**src/rtl/regfile_writeback_if.sv**
```systemverilog
// rtl/regfile_writeback_if.sv - valid/ready result channel from a producer into the writeback FIFO
//
// One producer-to-writeback result channel.
//   valid  producer -> writeback  result present this cycle
//   ready  writeback -> producer  result accepted when valid & ready
//   addr   producer -> writeback  destination register (5 bits)
//   data   producer -> writeback  result value (32 bits)
interface regfile_writeback_if;
  logic        valid;
  logic        ready;
  logic [4:0]  addr;
  logic [31:0] data;

  modport master (output valid, output addr, output data, input ready);
  modport slave  (input valid, input addr, input data, output ready);
endinterface

```
**src/rtl/regfile_writeback.sv**
```systemverilog
// rtl/regfile_writeback.sv - two-producer write buffer draining into the register file write port
//
// Accepts results from the MEM path and the ALU path (MEM has fixed priority),
// queues them in a DEPTH-entry FIFO and retires one entry per cycle onto the
// register file write port. Also reports whether a decode read address still
// has a write pending in the FIFO or the writeback stage.
//   clk, rst_n                  clock, asynchronous active-low reset
//   mem, alu                    producer channels (valid/ready/addr/data)
//   wb_addr, wb_data, wb_we     register file write port
//   chk_addr_one/two            decode read addresses to check
//   chk_busy_one/two            a write to that address is still in flight
//   fifo_count                  occupied FIFO entries
module regfile_writeback #(
  parameter int DEPTH    = 4,
  parameter bit ZERO_REG = 1'b1
) (
  input  logic                       clk,
  input  logic                       rst_n,
  regfile_writeback_if.slave         mem,
  regfile_writeback_if.slave         alu,
  output logic [4:0]                 wb_addr,
  output logic [31:0]                wb_data,
  output logic                       wb_we,
  input  logic [4:0]                 chk_addr_one,
  input  logic [4:0]                 chk_addr_two,
  output logic                       chk_busy_one,
  output logic                       chk_busy_two,
  output logic [$clog2(DEPTH+1)-1:0] fifo_count
);

  localparam int PW = $clog2(DEPTH);
  localparam int CW = $clog2(DEPTH + 1);

  logic [4:0]    fifo_addr [DEPTH];
  logic [31:0]   fifo_data [DEPTH];
  logic [PW-1:0] rd_ptr;
  logic [PW-1:0] wr_ptr;
  logic [CW-1:0] count;

  logic          not_full;
  logic          mem_fire;
  logic          alu_fire;
  logic [4:0]    in_addr;
  logic [31:0]   in_data;
  logic          drop_zero;
  logic          push;
  logic          pop;
  logic [DEPTH-1:0] entry_valid;

  // Ready looks only at the registered count, so a pop in the same cycle
  // never opens a slot combinationally.
  assign not_full  = (count != CW'(DEPTH));
  assign mem.ready = rst_n & not_full;
  assign alu.ready = rst_n & not_full & ~mem.valid;

  assign mem_fire  = mem.valid & mem.ready;
  assign alu_fire  = alu.valid & alu.ready;
  assign in_addr   = mem_fire ? mem.addr : alu.addr;
  assign in_data   = mem_fire ? mem.data : alu.data;

  // Writes to r0 complete the handshake but are never queued.
  assign drop_zero = ZERO_REG && (in_addr == 5'd0);
  assign push      = (mem_fire | alu_fire) & ~drop_zero;
  assign pop       = (count != '0);

  assign fifo_count = count;

  always_ff @(posedge clk or negedge rst_n) begin
    if (!rst_n) begin
      rd_ptr  <= '0;
      wr_ptr  <= '0;
      count   <= '0;
      wb_we   <= 1'b0;
      wb_addr <= '0;
      wb_data <= '0;
    end else begin
      if (push) wr_ptr <= wr_ptr + 1'b1;
      if (pop) begin
        rd_ptr  <= rd_ptr + 1'b1;
        wb_addr <= fifo_addr[rd_ptr];
        wb_data <= fifo_data[rd_ptr];
        wb_we   <= 1'b1;
      end else begin
        wb_we   <= 1'b0;
      end
      case ({push, pop})
        2'b10:   count <= count + 1'b1;
        2'b01:   count <= count - 1'b1;
        default: count <= count;
      endcase
    end
  end

  // Storage needs no reset: only entries inside [rd_ptr, rd_ptr+count) are ever read.
  always_ff @(posedge clk) begin
    if (push) begin
      fifo_addr[wr_ptr] <= in_addr;
      fifo_data[wr_ptr] <= in_data;
    end
  end

  // An entry is live when its distance from the read pointer is below count.
  always_comb begin
    entry_valid = '0;
    for (int i = 0; i < DEPTH; i++) begin
      entry_valid[i] = (CW'(PW'(i) - rd_ptr) < count);
    end
  end

  always_comb begin
    chk_busy_one = wb_we & (wb_addr == chk_addr_one);
    chk_busy_two = wb_we & (wb_addr == chk_addr_two);
    for (int i = 0; i < DEPTH; i++) begin
      if (entry_valid[i] && fifo_addr[i] == chk_addr_one) chk_busy_one = 1'b1;
      if (entry_valid[i] && fifo_addr[i] == chk_addr_two) chk_busy_two = 1'b1;
    end
    if (ZERO_REG && chk_addr_one == 5'd0) chk_busy_one = 1'b0;
    if (ZERO_REG && chk_addr_two == 5'd0) chk_busy_two = 1'b0;
  end

endmodule
```
**src/flat_wrapper.sv**
```systemverilog
// flat-port wrapper written by rule: the top's interface ports become plain ports
module regfile_writeback_flat 
#(
  parameter int DEPTH    = 4,
  parameter bit ZERO_REG = 1'b1
)
  (clk, rst_n, wb_addr, wb_data, wb_we, chk_addr_one, chk_addr_two, chk_busy_one, chk_busy_two, fifo_count, mem_valid, mem_addr, mem_data, mem_ready, alu_valid, alu_addr, alu_data, alu_ready);
  regfile_writeback_if mem_i ();
  regfile_writeback_if alu_i ();
  input  logic clk;
  input  logic rst_n;
  output logic [4:0] wb_addr;
  output logic [31:0] wb_data;
  output logic wb_we;
  input  logic [4:0] chk_addr_one;
  input  logic [4:0] chk_addr_two;
  output logic chk_busy_one;
  output logic chk_busy_two;
  output logic [$clog2(DEPTH+1)-1:0] fifo_count;
  input wire logic [$bits(mem_i.valid)-1:0] mem_valid;
  input wire logic [$bits(mem_i.addr)-1:0] mem_addr;
  input wire logic [$bits(mem_i.data)-1:0] mem_data;
  output wire logic [$bits(mem_i.ready)-1:0] mem_ready;
  input wire logic [$bits(alu_i.valid)-1:0] alu_valid;
  input wire logic [$bits(alu_i.addr)-1:0] alu_addr;
  input wire logic [$bits(alu_i.data)-1:0] alu_data;
  output wire logic [$bits(alu_i.ready)-1:0] alu_ready;
  assign mem_i.valid = mem_valid;
  assign mem_i.addr = mem_addr;
  assign mem_i.data = mem_data;
  assign mem_ready = mem_i.ready;
  assign alu_i.valid = alu_valid;
  assign alu_i.addr = alu_addr;
  assign alu_i.data = alu_data;
  assign alu_ready = alu_i.ready;
  regfile_writeback #(.DEPTH(DEPTH), .ZERO_REG(ZERO_REG)) u_core (.clk(clk), .rst_n(rst_n), .mem(mem_i), .alu(alu_i), .wb_addr(wb_addr), .wb_data(wb_data), .wb_we(wb_we), .chk_addr_one(chk_addr_one), .chk_addr_two(chk_addr_two), .chk_busy_one(chk_busy_one), .chk_busy_two(chk_busy_two), .fifo_count(fifo_count));
endmodule
```
**config.mk**
```make
export PLATFORM = sky130hd
export DESIGN_NAME = regfile_writeback_flat
export DESIGN_NICKNAME = d
export VERILOG_FILES = /design/src/rtl/regfile_writeback_if.sv /design/src/rtl/regfile_writeback.sv /design/src/flat_wrapper.sv
export SDC_FILE = /design/constraint.sdc
export NUM_CORES = 1
export LEC_CHECK = 0
export ABC_AREA = 1
export ABC_CLOCK_PERIOD_IN_PS = 4280
export BUFFER_PORTS_ARGS = -buffer_cell sky130_fd_sc_hd__buf_2
export CORE_MARGIN = 2
export CORE_UTILIZATION = 40
export CTS_CLUSTER_SIZE = 10
export DETAILED_ROUTE_END_ITERATION = 8
export GPL_TIMING_DRIVEN = 0
export PLACE_DENSITY = 0.7
export SLEW_MARGIN = 20
export SYNTH_ARGS = -nofsm -noshare
export SYNTH_HDL_FRONTEND = slang
export SYNTH_SLANG_ARGS = --single-unit
```
**constraint.sdc**
```tcl
create_clock -name clk -period 4.28 [get_ports clk]
set_input_delay 0.642 -clock clk [delete_from_list [all_inputs] [get_ports clk]]
set_output_delay 0.642 -clock clk [all_outputs]
set_load 0.02 [all_outputs]
```
# --- Word-level counts from Yosys, hierarchy flattened ---
# Memory sizes are Yosys's and may differ from the RTL's. A register that Yosys moved wholly into a read port is not among the register bits.
# Index checks and enable logic that the tools add are counted.
# W data, S select, Z words.
op_classes:
  n_addsub: 8
  order_cmp: 4
  n_eq_ne: 13
  mux: 16
  bitwise: 10
  n_reduce_logical: 15
ops:
  columns: ["operator", "count"]
  rows:
  - ["$eq A5 B5 Y1", 10]
  - ["$mux W32", 1]
  - ["$logic_not A5 Y1", 3]
  - ["$mux W1", 13]
  - ["$lt A3 B3 Y1", 4]
  - ["$logic_and A1 B1 Y1", 8]
  - ["$and A1 B1 Y1", 7]
  - ["$pmux W3 S2", 1]
  - ["$sub A1 B2 Y3 const A", 2]
  - ["$sub A2 B2 Y3 const A", 2]
  - ["$mux W5", 1]
  - ["$add A2 B1 Y2 const B", 2]
  - ["$add A3 B1 Y3 const B", 1]
  - ["$ne A3 B3 Y1 const B", 1]
  - ["$reduce_bool A3 Y1", 1]
  - ["$sub A3 B1 Y3 const B", 1]
  - ["$eq A2 B1 Y1 const B", 1]
  - ["$eq A2 B2 Y1 const B", 1]
  - ["$logic_not A1 Y1", 2]
  - ["$not A1 Y1", 2]
  - ["$reduce_bool A2 Y1", 1]
  - ["$or A1 B1 Y1", 1]
totals:
  regBits: 8
  ram_bits: 148
  inputBits: 88
  elab_cells: 72
  n_memories: 2
memory_table:
  columns: ["memory", "words", "word_bits", "rd", "rd_clocked_by_memory_dff", "wr", "line", "rtl"]
  rows:
  - ["u_core.fifo_data", 4, 32, 1, 1, 1, "regfile_writeback.sv:35", "logic [31:0] fifo_data [DEPTH];"]
  - ["u_core.fifo_addr", 4, 5, 5, 1, 1, "regfile_writeback.sv:34", "logic [4:0] fifo_addr [DEPTH];"]

# --- Longest topological paths before layout ---
depth:
  word_depth: 9
  ltp_mapped: 14

# --- Least setup slack after synthesis ---
# OpenSTA, ideal clock, no wires.
synth_path:
  kind: "register -> register"
  from: "register u_core.count[0] (netlist: u_core.fifo_count[0])"
  to: "memory u_core.fifo_addr[0][0], enable pin"
  setup_ns: 0.431
  arrival_ns: 2.866
  path_slack_ns: 0.983
  path_stages_with_launch: 8
  path_buffers: 0
  cell_sequence: "dfrtp_1 > nor2_4 > nand2_4 > nand2_1 > inv_1 > o21ai_0 > o21bai_4 > nor2_1"
synth_via:
  elab_chain_cells: 9
  elab_cells_between_ends: 12
  classes_between: "1 x eq/ne; 3 x mux; 7 x bitwise; 1 x reduce/logical"
synth_rtl:
  columns: ["item", "line", "rtl"]
  rows:
  - ["from (decl)", "regfile_writeback.sv:38", "logic [CW-1:0] count;"]
  - ["from (signal assigned)", "regfile_writeback.sv:87", "2'b10: count <= count + 1'b1;"]
  - ["from (signal assigned)", "regfile_writeback.sv:88", "2'b01: count <= count - 1'b1;"]
  - ["from (signal assigned)", "regfile_writeback.sv:89", "default: count <= count;"]
  - ["$ne A3 B3 Y1 (*)", "regfile_writeback.sv:52", "assign not_full = (count != CW'(DEPTH));"]
  - ["$and A1 B1 Y1 (*)", "regfile_writeback.sv:53", "assign mem.ready = rst_n & not_full;"]
  - ["via mem_ready", "flat_wrapper.sv:23", "output wire logic [$bits(mem_i.ready)-1:0] mem_ready;"]
  - ["$and A1 B1 Y1", "regfile_writeback.sv:56", "assign mem_fire = mem.valid & mem.ready;"]
  - ["$mux W5", "regfile_writeback.sv:58", "assign in_addr = mem_fire ? mem.addr : alu.addr;"]
  - ["$logic_not A5 Y1", "regfile_writeback.sv:62", "assign drop_zero = ZERO_REG && (in_addr == 5'd0);"]
  - ["$not A1 Y1", "regfile_writeback.sv:63", "assign push = (mem_fire | alu_fire) & ~drop_zero;"]
  - ["$and A1 B1 Y1 (*)", "regfile_writeback.sv:63", null]
  - ["$mux W1 (*)", "regfile_writeback.sv:96", "if (push) begin"]
  - ["$mux W1 (not written as such) (*)", "regfile_writeback.sv:97", "fifo_addr[wr_ptr] <= in_addr;"]
  - ["to (decl)", "regfile_writeback.sv:34", null]
# Mark *: on every way through the listed nets, which the timed path passes. The rest lies on a longest branch.

# --- Worst setup path after layout ---
layout_path:
  from: "register u_core.rd_ptr[1]"
  to: "output port chk_busy_one"
layout_via:
  elab_chain_cells: 8
  elab_cells_between_ends: 17
  classes_between: "4 x add/sub; 4 x order compare; 5 x mux; 4 x reduce/logical"
layout_rtl:
  columns: ["item", "line", "rtl"]
  rows:
  - ["from (decl)", "regfile_writeback.sv:36", "logic [PW-1:0] rd_ptr;"]
  - ["from (signal assigned)", "regfile_writeback.sv:79", "rd_ptr <= rd_ptr + 1'b1;"]
  - ["$sub A1 B2 Y3", "regfile_writeback.sv:106", "entry_valid[i] = (CW'(PW'(i) - rd_ptr) < count);"]
  - ["$lt A3 B3 Y1", "regfile_writeback.sv:106", null]
  - ["$logic_and A1 B1 Y1", "regfile_writeback.sv:114", "if (entry_valid[i] && fifo_addr[i] == chk_addr_one) chk_busy_one = 1'b1;"]
  - ["$mux W1 (3 in series)", "regfile_writeback.sv:114", null]
  - ["$mux W1 (*)", "regfile_writeback.sv:114", null]
  - ["$mux W1 (*)", "regfile_writeback.sv:117", "if (ZERO_REG && chk_addr_one == 5'd0) chk_busy_one = 1'b0;"]
  - ["to (decl)", "flat_wrapper.sv:17", "output logic chk_busy_one;"]
# Every way passes the cells marked *; elsewhere a longest branch is shown, timed or not.

==> results by group <==
Min path
  • Hold Path Class: in -> async

Finish
  • Nets: 1038
  • Post-route design area: between 10000 and 15000 sq um
  • Layout overhead on the synthesized area: 18.8%
  • Share of layout cells above drive strength 1: between 20% and 30%
  • Most frequent cells in the layout: nor2_1 (191), edfxtp_1 (148), buf_2 (132)
  • Most common library cell in the layout ignoring fill and taps: nor2_1
  • Antenna Cells: 0

Placed design
  • HPWL Detailed: around 15000 um
  • Port bufs: ~120
  • Post-placement cell area: between 9000 and 10000 sq um
  • GPL Wtd Cong: ~0.87

Setup path
  • Worst EP required: around 3.6 ns
  • Crit Path Class: reg -> out
  • Worst Setup End Kind: primary output
  • Slowest stage cell, crit path: dfrtp_1
  • Max incr delay on CP: slightly above 0.4 ns
  • Peak fanout along the critical path: 11
  • Bufs and invs on worst path: 5
  • Crit path max-delay family: buffers and inverters
  • CP arrival: 3.41 ns
  • Critical-path cell list: clkbuf_1, clkinv_1, clkbuf_2, ha_1, inv_1, ha_1, a21o_1, a31oi_1, nand3_1, nand2_1, nor2_1, nor2_1, buf_2
  • Worst setup SP type: flip-flop

GRT
  • Global-route usage over all layers: around a fifth
  • Antenna violations before repair: 0
  • Largest net degree at the start of global routing: 52
  • Vias in the first global route: between 6000 and 7000
  • First-pass GRT wire length: 33500 um
  • Total gr overflow: 0

Floorplanning
  • Row count: 54
  • Height of the die: 152 um
  • Die area: approximately 23000 sq um
  • I/O pins: 133
  • Die W: 152 um
  • Starting density of the core: around 40%
  • Core ar.: roughly 22000 sq um

Clock network
  • H-Tree Depth: 4
  • Clk buf depth: 2
  • Post-CTS Setup Bufs: 0
  • Root buffer cell: clkbuf_16
  • Clk_lat worst skew: roughly 0.43 ns
  • # clock sinks: between 150 and 200
  • Hold-fix buffer count after cts: 0
  • TritonCTS clock tree: done
  • CTS buffer count: 17
  • Clk slew on worst S/H paths: ~0.070 ns

Logic synthesis
  • Fraction of synthesized area in multiplexers: approximately 4%
  • Yosys top cell area share: 50.8%
  • EDFF count, synth: roughly 150
  • Async SR Flop Fraction: 23.3%
  • Yosys cell types: 36
  • Seq/Total Area, Yosys: approximately 64%
  • Post-Syn Instances: between 700 and 800
  • Adder-Cell Fraction of Synth Area: under 10%
  • Register bit count reported by yosys: 193
  • Ys Warns: 0
  • Synth area leaders: edfxtp_1 (51%), dfrtp_1 (13%), nor2_1 (8.4%)
  • Compound-cell area share of the yosys netlist: approximately 8.9%
  • Post-synthesis simple-gate area fraction: 12.7%
  • Syn Nets: 892
  • Post-synthesis xor/xnor area fraction: ~4.1%
  • Syn Area/Cell: 11.1 sq um
  • Post-synth top flop: edfxtp_1
  • Yosys top cell by area: edfxtp_1
  • Synthesized area: about 8700 sq um
  • Largest family of logic cells by synthesized area: simple AND/OR/NAND/NOR gates

Timing
  • Worst slew margin: between 40% and 50%
  • Count of final hold-check violations: 0
  • RSZ-0062 raised after global routing: false
  • Final Critical Period: 4.05 ns
  • Final setup violation count: 0
  • Worst clock skew: between 0.01 and 0.015 ns
  • Hold WS: 0.275 ns
  • Worst slew pin tran: 0.752 ns
  • Fmax: 247 MHz
  • Max Slew Vio Count: 0
  • Period Utilization, post-route: 94.6%
  • Post-route setup TNS: 0 ns

Drt
  • Drt first pass iters: 8
  • Via count: around 6300
  • Antenna viol nets, final: 0
  • DR WL/cell: about 18 um
  • Vias per Instance: a little over 5
  • DRC Markers: 0
  • Routed wire length: roughly 22000 um
  • Initial DRC count: 600

Power and ir drop
  • Leakage: roughly 4.1 nW
  • Sw frac: between 40% and 50%
  • Combinational power share: slightly below 40%
  • Reg power frac: 39.6%
  • PwrDens: a little under 700 nW/um^2
  • Clk pwr share: approximately a fifth
  • Net Sw Power: 2.83 mW
  • Int Power: 4.20 mW
  • Maximum VDD drop: slightly below 400 uV

Job
  • Max-cap violations: 0

Run status
  • Status: finished clean
-- flip-flops by register name, indices dropped and copies added, names as in the netlist --
| name | flops |
|---|---|
| u_core.fifo_addr | 20 |
| u_core.fifo_count | 3 |
| u_core.wb_we | 1 |
| u_core.wb_addr | 5 |
| u_core.wr_ptr | 2 |
| u_core.fifo_data | 128 |
| u_core.rd_ptr | 2 |
| u_core.wb_data | 32 |
-- Yosys cell counts, types with 2 or more instances --
cell type and count:
xnor2_1 9, a21o_1 2, nand4_1 6, a21oi_1 10, nor3_1 5, nand3_1 12, nor4_1 2, xor2_1 32
clkbuf_1 30, nor2_1 195, o22ai_1 2, buf_1 5, inv_1 44, a31oi_1 37, o211ai_1 2, nand2_1 49
o21ai_0 83, edfxtp_1 148, buf_2 11, ha_1 14, dfrtp_1 45, mux2_2 32
-- routing by layer --
| metal | GRT usage [%] | wire length [um] |
|---|---|---|
| met1 | 24.8 | 9260 |
| met2 | 31.0 | 10200 |
| met3 | 3.05 | 1510 |
| met4 | 8.81 | 745 |
| met5 | 0 | 0 |
-- path summary, 6_finish.rpt --
path                                              startpoint                               end  slack, ns  depth (start not counted)
max in group asynchronous                              rst_n    u_core.wb_data[27]$_DFFE_PN0N_       3.51                          1
setup / recovery                u_core.rd_ptr[1]$_DFFE_PN0N_                      chk_busy_one       0.23                         13
min in group clk           u_core.fifo_data[1][10]$_DFFE_PP_    u_core.wb_data[10]$_DFFE_PN0N_       0.53                          2
hold reg to reg            u_core.fifo_data[1][10]$_DFFE_PP_    u_core.wb_data[10]$_DFFE_PN0N_       0.53                          2
hold / removal                                         rst_n  u_core.fifo_count[2]$_DFFE_PN0P_       0.27                          1
setup reg to reg            u_core.fifo_count[0]$_DFFE_PN0P_  u_core.fifo_count[2]$_DFFE_PN0P_       1.38                         14
-- layout make-up --
type                    count  area (sq um)
plain buffers              47           199
clock buffers              18           429
clock inverters            14           108
fillers                  1952         11200
inverters                  46           173
multi-input cells         503          2840
flip-flops and latches    193          5570
well taps                 280           350
repair buffers            127           723
-- kinds of logic after synthesis --
kind of cell / count (synthesis)
AND/OR/NAND/NOR: 275
adder cells (fa/ha/maj): 15
XOR/XNOR: 41
multiplexers: 32
flip-flops: 193
AO/OA/AOI/OAI: 140
buffers and inverters: 93
-- stage by stage --
step / util, % / total power [mW] / worst slack [ns] / instances
2_1_floorplan: - / 4.58 / 0.983 / 789
3_3_place_gp: 44.9 / 5.49 / -1.64 / 1191
3_5_place_dp: 45.6 / 5.61 / 0.665 / 1196
4_1_cts: 48.0 / 7.06 / 0.172 / 1228
5_1_grt: 48.0 / 7.47 / 0.0299 / 1228
6_report: 48.0 / 7.03 / 0.232 / 1228
-- power groups by stage --
stage	clock [mW]	combinational (mW)	sequential, mW
floorplan	0	1.57	3.01
global placement	0	2.65	2.84
detailed placement	0	2.79	2.82
CTS	1.47	2.80	2.79
global route	1.55	3.10	2.83
finish	1.45	2.79	2.79
-- what timing repair did --
action,4_1_cts,5_1_grt
gates resized for setup,0,2
hold endpoints to repair,0,0
setup endpoints to repair,0,2
Note: power is estimated with default switching activity, not from simulation.
